`config.mk`:
```
export PLATFORM = sky130hd
export DESIGN_NAME = issue_dispatch
export DESIGN_NICKNAME = d
export VERILOG_FILES = /design/src/rtl/issue_dispatch_pkg.sv /design/src/rtl/issue_dispatch_disp_fifo_ptr.sv /design/src/rtl/issue_dispatch.sv
export SDC_FILE = /design/constraint.sdc
export NUM_CORES = 1
export LEC_CHECK = 0
export CORE_UTILIZATION = 60
export CTS_BUF_LIST = sky130_fd_sc_hd__clkbuf_4 sky130_fd_sc_hd__clkbuf_8
export CTS_CLUSTER_SIZE = 20
export DETAILED_ROUTE_END_ITERATION = 10
export PLACE_DENSITY = 0.89
export SYNTH_ARGS = -nofsm -noshare
export SYNTH_HDL_FRONTEND = slang
export SYNTH_SLANG_ARGS = --single-unit
```
`constraint.sdc`:
```
create_clock -name clk -period 9.5 [get_ports clk]
set_clock_uncertainty 0.2 [all_clocks]
set_input_delay 0.95 -clock clk [delete_from_list [all_inputs] [get_ports clk]]
set_output_delay 0.95 -clock clk [all_outputs]
set_load 0.01 [all_outputs]
```
`src/rtl/issue_dispatch_pkg.sv`:
```
// Shared configuration for the dispatch stage: reservation-station indices
// and micro-op field widths, so rename, dispatch and the reservation
// stations all pack the payload the same way.
package issue_dispatch_pkg;

    // log2 of the dispatch FIFO depth
    localparam int CONFIG_P_DISP_DEPTH = 2;

    // Downstream reservation stations, in one-hot bit order
    localparam int CONFIG_NUM_RS = 4;
    localparam int NCPU_RS_ALU   = 0;
    localparam int NCPU_RS_BRU   = 1;
    localparam int NCPU_RS_LSU   = 2;
    localparam int NCPU_RS_EPU   = 3;

    // Micro-op field widths
    localparam int OPC_ALU_W  = 16;
    localparam int OPC_BRU_W  = 8;
    localparam int OPC_LSU_W  = 8;
    localparam int OPC_EPU_W  = 8;
    localparam int FE_W       = 4;
    localparam int PC_W       = 56;
    localparam int IMM_W      = 32;
    localparam int PRS_W      = 6;
    localparam int RE_W       = 2;
    localparam int PRD_W      = 6;
    localparam int WE_W       = 1;
    localparam int ROB_ID_W   = 5;
    localparam int ROB_BANK_W = 2;

    // Packed payload width, derived from the fields above
    localparam int CONFIG_PAYLOAD_W =
        OPC_ALU_W + OPC_BRU_W + OPC_LSU_W + OPC_EPU_W +
        FE_W + PC_W + IMM_W +
        2 * PRS_W + RE_W +
        PRD_W + WE_W +
        ROB_ID_W + ROB_BANK_W;

endpackage

```
`src/rtl/issue_dispatch_disp_fifo_ptr.sv`:
```
// Head/tail pointer pair with a wrap bit above the index bits. Equal
// pointers mean empty; equal index bits with differing wrap bits mean full.
// Reusable by any power-of-two circular queue.
module issue_dispatch_disp_fifo_ptr #(
    parameter int P_DEPTH = 2
) (
    input  logic               clk,
    input  logic               rst,
    input  logic               flush_i,
    input  logic               push_i,
    input  logic               pop_i,
    output logic [P_DEPTH-1:0] head_idx_o,
    output logic [P_DEPTH-1:0] tail_idx_o,
    output logic               empty_o,
    output logic               full_o
);

    localparam logic [P_DEPTH:0] PTR_ONE = 1;

    logic [P_DEPTH:0] head_q, head_d;
    logic [P_DEPTH:0] tail_q, tail_d;

    // Next-state pointers: flush rewinds both, otherwise advance independently
    always_comb begin
        // NOTE: every variable gets a default first so no path leaves it unassigned (no latch).
        head_d = head_q;
        tail_d = tail_q;
        if (flush_i) begin
            head_d = '0;
            tail_d = '0;
        end else begin
            if (push_i) tail_d = tail_q + PTR_ONE;
            if (pop_i)  head_d = head_q + PTR_ONE;
        end
    end

    // Pointer registers with asynchronous reset
    always_ff @(posedge clk or posedge rst) begin
        // NOTE: non-blocking assignments so every register samples pre-edge values.
        if (rst) begin
            head_q <= '0;
            tail_q <= '0;
        end else begin
            head_q <= head_d;
            tail_q <= tail_d;
        end
    end

    assign head_idx_o = head_q[P_DEPTH-1:0];
    assign tail_idx_o = tail_q[P_DEPTH-1:0];
    assign empty_o    = (head_q == tail_q);
    assign full_o     = (head_q[P_DEPTH-1:0] == tail_q[P_DEPTH-1:0]) &&
                        (head_q[P_DEPTH] != tail_q[P_DEPTH]);

endmodule

```
`src/rtl/issue_dispatch.sv`:
```
// In-order dispatch buffer between rename and the issue reservation
// stations. Queues one micro-op per cycle and steers the head into the one
// reservation station selected by its one-hot rs_sel, stalling behind a full
// station. Optional same-cycle bypass on an empty FIFO: NCPU_DISP_BYPASS_EN.
module issue_dispatch #(
    parameter int CONFIG_P_DISP_DEPTH = issue_dispatch_pkg::CONFIG_P_DISP_DEPTH,
    parameter int CONFIG_NUM_RS       = issue_dispatch_pkg::CONFIG_NUM_RS,
    parameter int CONFIG_PAYLOAD_W    = issue_dispatch_pkg::CONFIG_PAYLOAD_W
) (
    input  logic                        clk,
    input  logic                        rst,
    input  logic                        flush,
    input  logic                        rn_valid,
    output logic                        rn_ready,
    input  logic [CONFIG_NUM_RS-1:0]    rn_rs_sel,
    input  logic [CONFIG_PAYLOAD_W-1:0] rn_payload,
    input  logic [CONFIG_NUM_RS-1:0]    issue_rs_full,
    output logic [CONFIG_NUM_RS-1:0]    issue_push,
    output logic [CONFIG_PAYLOAD_W-1:0] issue_payload,
    output logic                        disp_empty
);

    localparam int DEPTH = 1 << CONFIG_P_DISP_DEPTH;

    logic [CONFIG_P_DISP_DEPTH-1:0] head_idx;
    logic [CONFIG_P_DISP_DEPTH-1:0] tail_idx;
    logic                           fifo_empty;
    logic                           fifo_full;

    logic [CONFIG_NUM_RS-1:0]       sel_mem_q [DEPTH];
    logic [CONFIG_PAYLOAD_W-1:0]    pay_mem_q [DEPTH];

    logic [CONFIG_NUM_RS-1:0]       head_sel;
    logic [CONFIG_PAYLOAD_W-1:0]    head_payload;
    logic                           head_blocked;
    logic                           fifo_pop;
    logic                           fifo_enq;
    logic                           byp_fire;

    assign head_sel     = sel_mem_q[head_idx];
    assign head_payload = pay_mem_q[head_idx];
    assign head_blocked = |(head_sel & issue_rs_full);

    // A head with rs_sel == 0 is not blocked and leaves as a silent bubble
    assign fifo_pop = ~fifo_empty & ~flush & ~head_blocked;

`ifdef NCPU_DISP_BYPASS_EN
    // Empty queue means no older op exists, so skipping the FIFO keeps order
    assign byp_fire = fifo_empty & rn_valid & ~flush & ~|(rn_rs_sel & issue_rs_full);
`else
    assign byp_fire = 1'b0;
`endif

    // Ready comes from registered pointers only; a full queue refuses even
    // when the head leaves in the same cycle
    assign rn_ready   = ~fifo_full;
    assign disp_empty = fifo_empty;
    assign fifo_enq   = rn_valid & rn_ready & ~flush & ~byp_fire;

    issue_dispatch_disp_fifo_ptr #(
        .P_DEPTH (CONFIG_P_DISP_DEPTH)
    ) u_ptr (
        .clk        (clk),
        .rst        (rst),
        .flush_i    (flush),
        .push_i     (fifo_enq),
        .pop_i      (fifo_pop),
        .head_idx_o (head_idx),
        .tail_idx_o (tail_idx),
        .empty_o    (fifo_empty),
        .full_o     (fifo_full)
    );

    // Entry storage, written at the tail on enqueue
    always_ff @(posedge clk) begin
        // NOTE: entries are deliberately not reset; the pointers alone decide which are valid.
        if (fifo_enq) begin
            sel_mem_q[tail_idx] <= rn_rs_sel;
            pay_mem_q[tail_idx] <= rn_payload;
        end
    end

    // Push strobe and payload steering; payload always driven from a real source
    always_comb begin
        issue_push    = '0;
        issue_payload = head_payload;
        if (fifo_pop) begin
            issue_push = head_sel;
        end
        if (byp_fire) begin
            issue_push    = rn_rs_sel;
            issue_payload = rn_payload;
        end
    end

endmodule

```
==> impl_metrics.py <==
metrics = {
    "timing": {
        "clock.fmax_ghz": 0.183,
        "worst-slew-pin-transition_ps": 1070,
        "final_period_minus_worst_setup_slack_ps": 5460,
        "final.setup.worst_slack_ps": 4040,
        "slew_headroom_pct": 28.7,
        "finalHoldViolations": 0,
        "setup_viol": 0,
        "fin_tns_setup_ps": 0,
        "drv_slew": 0,
        "fin_crit_sh_pct": 57.5,
        "rsz0062_at_grt": "false",
        "hold_ws_ps": 329,
    },
    "power_and_ir_drop": {
        "power_per_cell_area_mw_per_mm2": 214,
        "irDropWorstVdd_v": 0.000158,
        "p_leak_nw": 9.46,
        "p_total_w": 0.00643,
    },
    "critical_path": {
        "cp-end-kind": "output pin",
        "r2r_end": "pay_mem_q[1][85]",
        "timing.rr.start": "u_ptr.head_q[0]",
        "ff2ff_path_depth": 6,
        "critPathKind": "reg -> out",
        "r2r_setup_slack_ps": 4880,
        "worstPathArrival_ps": 4310,
        "required_ps": 8350,
        "startpoint_type": "register",
        "cp_max_fo": 68,
    },
    "route": {
        "vias_per_cell": 5.84,
        "vias": 11348,
        "antenna_left": 0,
        "drt-initial-drc-count": 744,
        "wire_per_inst_um": 25.1,
        "dr.pass1.iters": 4,
        "drc_errors": 0,
        "totalWireLength_mm": 48.7,
    },
    "global_routing": {
        "grt_pass1_wl_mm": 72.6,
        "busiest_layer": "met2",
        "gr-usage-met1_pct": 31.3,
        "antenna_found_initial": 3,
        "grt_overflow": 0,
        "globalRouteTotalUtil_pct": 24.2,
        "grt_use_met3_pct": 7.53,
        "grt_max_degree": 69,
        "use_met2_pct": 39.1,
        "grt_pass1_vias": 12208,
    },
    "floorplanning": {
        "start_util_pct": 60.7,
        "die_h_um": 202,
        "rows": 73,
        "ios": 338,
        "core_area_mm2": 0.0397,
        "die_x_um": 202,
        "dieArea_mm2": 0.0410,
    },
    "clock_network": {
        "cts.sinks": 662,
        "cts_root_buf": "clkbuf_8",
        "cts_resized": 0,
        "clk_pin_slew_ps": 70,
        "cts_tree": "done",
        "postCtsHoldBufs": 0,
        "worstSkewPairLatency_ps": 640,
        "post_cts_buffers": 0,
        "clk_path_buf_depth": 3,
        "cts_buffers": 100,
        "htree_levels": 3,
    },
    "synthesis": {
        "yosys_register_bits": 662,
        "ys_types": 31,
        "yosysWarnings": 0,
        "syn_nets": 1097,
        "syn-cell-area_mm2": 0.0241,
        "netlist_instances": 920,
        "yosysSeqAreaShare_pct": 82.3,
        "syn_avg_cell_area_um2": 26.2,
    },
    "place": {
        "port_buffers": 337,
        "detailed_place_hpwl_mm": 28.8,
        "dp_slack_ps": 4630,
        "place_congestion": 0.772,
    },
    "layout": {
        "drive_above_1_share_pct": 23.7,
        "design.final.nets": 1510,
        "syn_to_final_growth_pct": 24.6,
    },
    "run": {
        "maxCapViolations": 0,
    },
    "outcome": {
        "outcome": "completed",
    },
    "min_path": {
        "hold_class": "in -> async",
    },
}
-- flip-flops by register name, indices dropped and copies added (netlist names) --
signal	flops
pay_mem_q	640
sel_mem_q	16
u_ptr.head_q	3
u_ptr.tail_q	3
-- layer usage --
metal / up-vias / part of all wire, %
li1: 4839 / -
met1: 5854 / 37
met2: 560 / 50
met3: 91 / 9.5
met4: 4 / 2.7
met5: - / 0.051
-- worst max-delay path: stages (launching register included) --
cell             delay (ps)
dfrtp_4                 890
buf_4                   880
buf_4                   790
mux4_2                  450
clkdlybuf4s50_1         530
-- metrics by stage --
step / area [um2] / std cells / utilization, %
finish: 30100 / 1942 / 75.7
floorplan: 24100 / 920 / -
CTS: 30100 / 1941 / 75.6
detailed placement: 28100 / 1756 / 70.7
global placement: 28100 / 1756 / 70.7
global route: 30100 / 1941 / 75.6
-- power by group --
group	switching, W	leakage (nW)	internal [W]
Combinational	0.000352	2.40	0.000459
Clock	0.00106	1.03	0.00122
Sequential	0.0000399	6.04	0.00330
-- cells in the mapped netlist --
| cell | n | area (um2) |
|---|---|---|
| buf_6 | 1 | 11.3 |
| o31ai_1 | 1 | 7.51 |
| mux2_2 | 2 | 22.5 |
| inv_1 | 5 | 18.8 |
| nor3b_1 | 3 | 22.5 |
| a22oi_1 | 1 | 7.51 |
| buf_2 | 27 | 135 |
| clkbuf_1 | 10 | 37.5 |
| buf_1 | 1 | 3.75 |
| nor2_1 | 7 | 26.3 |
| nand4_1 | 2 | 12.5 |
| edfxtp_1 | 656 | 19700 |
| ha_1 | 5 | 62.6 |
| o311ai_0 | 1 | 8.76 |
| nor3_1 | 1 | 5.00 |
| and4_1 | 1 | 8.76 |
| nand2_1 | 1 | 3.75 |
| dfrtp_1 | 6 | 150 |
| mux2i_1 | 3 | 30.0 |
| nand2b_1 | 3 | 18.8 |
| nor2b_1 | 2 | 12.5 |
| a221oi_2 | 1 | 15.0 |
| a2bb2oi_1 | 1 | 8.76 |
| a21oi_1 | 1 | 5.00 |
| mux2_1 | 1 | 11.3 |
| xnor2_1 | 4 | 35.0 |
| or3_1 | 1 | 6.26 |
| mux4_2 | 163 | 3670 |
| xor2_1 | 3 | 26.3 |
| and2_1 | 5 | 31.3 |
| nand3_1 | 1 | 5.00 |
-- cell families (layout without fill, tap and decap cells) --
kind of cell / after synthesis / count (layout) / share of synthesized area [%]
flip-flops: 662 / 662 / 82.3
buffers and inverters: 44 / 540 / 0.856
AND/OR/NAND/NOR: 27 / 27 / 0.633
multiplexers: 169 / 169 / 15.5
other: 0 / 1 / 0
adder cells (fa/ha/maj): 5 / 5 / 0.259
AO/OA/AOI/OAI: 6 / 6 / 0.218
XOR/XNOR: 7 / 7 / 0.254
-- cells in the final DEF, fill, tap and decap left out, types with 2 or more instances in the layout --
cell type	synthesis	final
dfrtp_1	6	4
inv_6	0	3
nor3b_1	3	3
clkinvlp_4	0	5
ha_1	5	5
dfrtp_4	0	2
nand2b_1	3	3
nor2b_1	2	2
xnor2_1	4	4
nor2_1	7	7
mux4_2	163	163
xor2_1	3	3
clkdlybuf4s50_1	0	337
inv_1	5	5
inv_8	0	2
nand4_1	2	2
clkinv_2	0	13
mux2i_1	3	3
mux2_2	2	2
clkbuf_4	0	23
bufinv_16	0	5
buf_4	0	13
clkbuf_8	0	100
edfxtp_1	656	656
and2_4	0	4
clkinv_1	0	34
-- worst max path at each step --
| stage | start | endpoint | slack (ps) | depth (start not counted) |
|---|---|---|---|---|
| finish | u_ptr.head_q[1] | issue_payload[37] | 4040 | 4 |
| global route | u_ptr.head_q[0] | issue_push[2] | 3720 | 6 |
| CTS | u_ptr.head_q[0] | issue_push[2] | 3900 | 6 |
| detailed placement | u_ptr.head_q[0] | issue_push[2] | 4630 | 6 |
| global placement | u_ptr.head_q[1] | issue_payload[75] | 4710 | 4 |
| floorplan | flush | pay_mem_q[0][0] | 3660 | 3 |
-- area by class of cell --
class | instances | area [um2]
Tap cell | 525 | 657
Clock buffer | 123 | 1550
Multi-Input combinational cell | 214 | 4070
Fill cell | 2022 | 9670
Clock inverter | 62 | 429
Antenna cell | 1 | 2.50
Sequential cell | 662 | 19900
Inverter | 5 | 18.8
Timing Repair Buffer | 350 | 3470
Note: power is estimated with default switching activity, not from simulation.
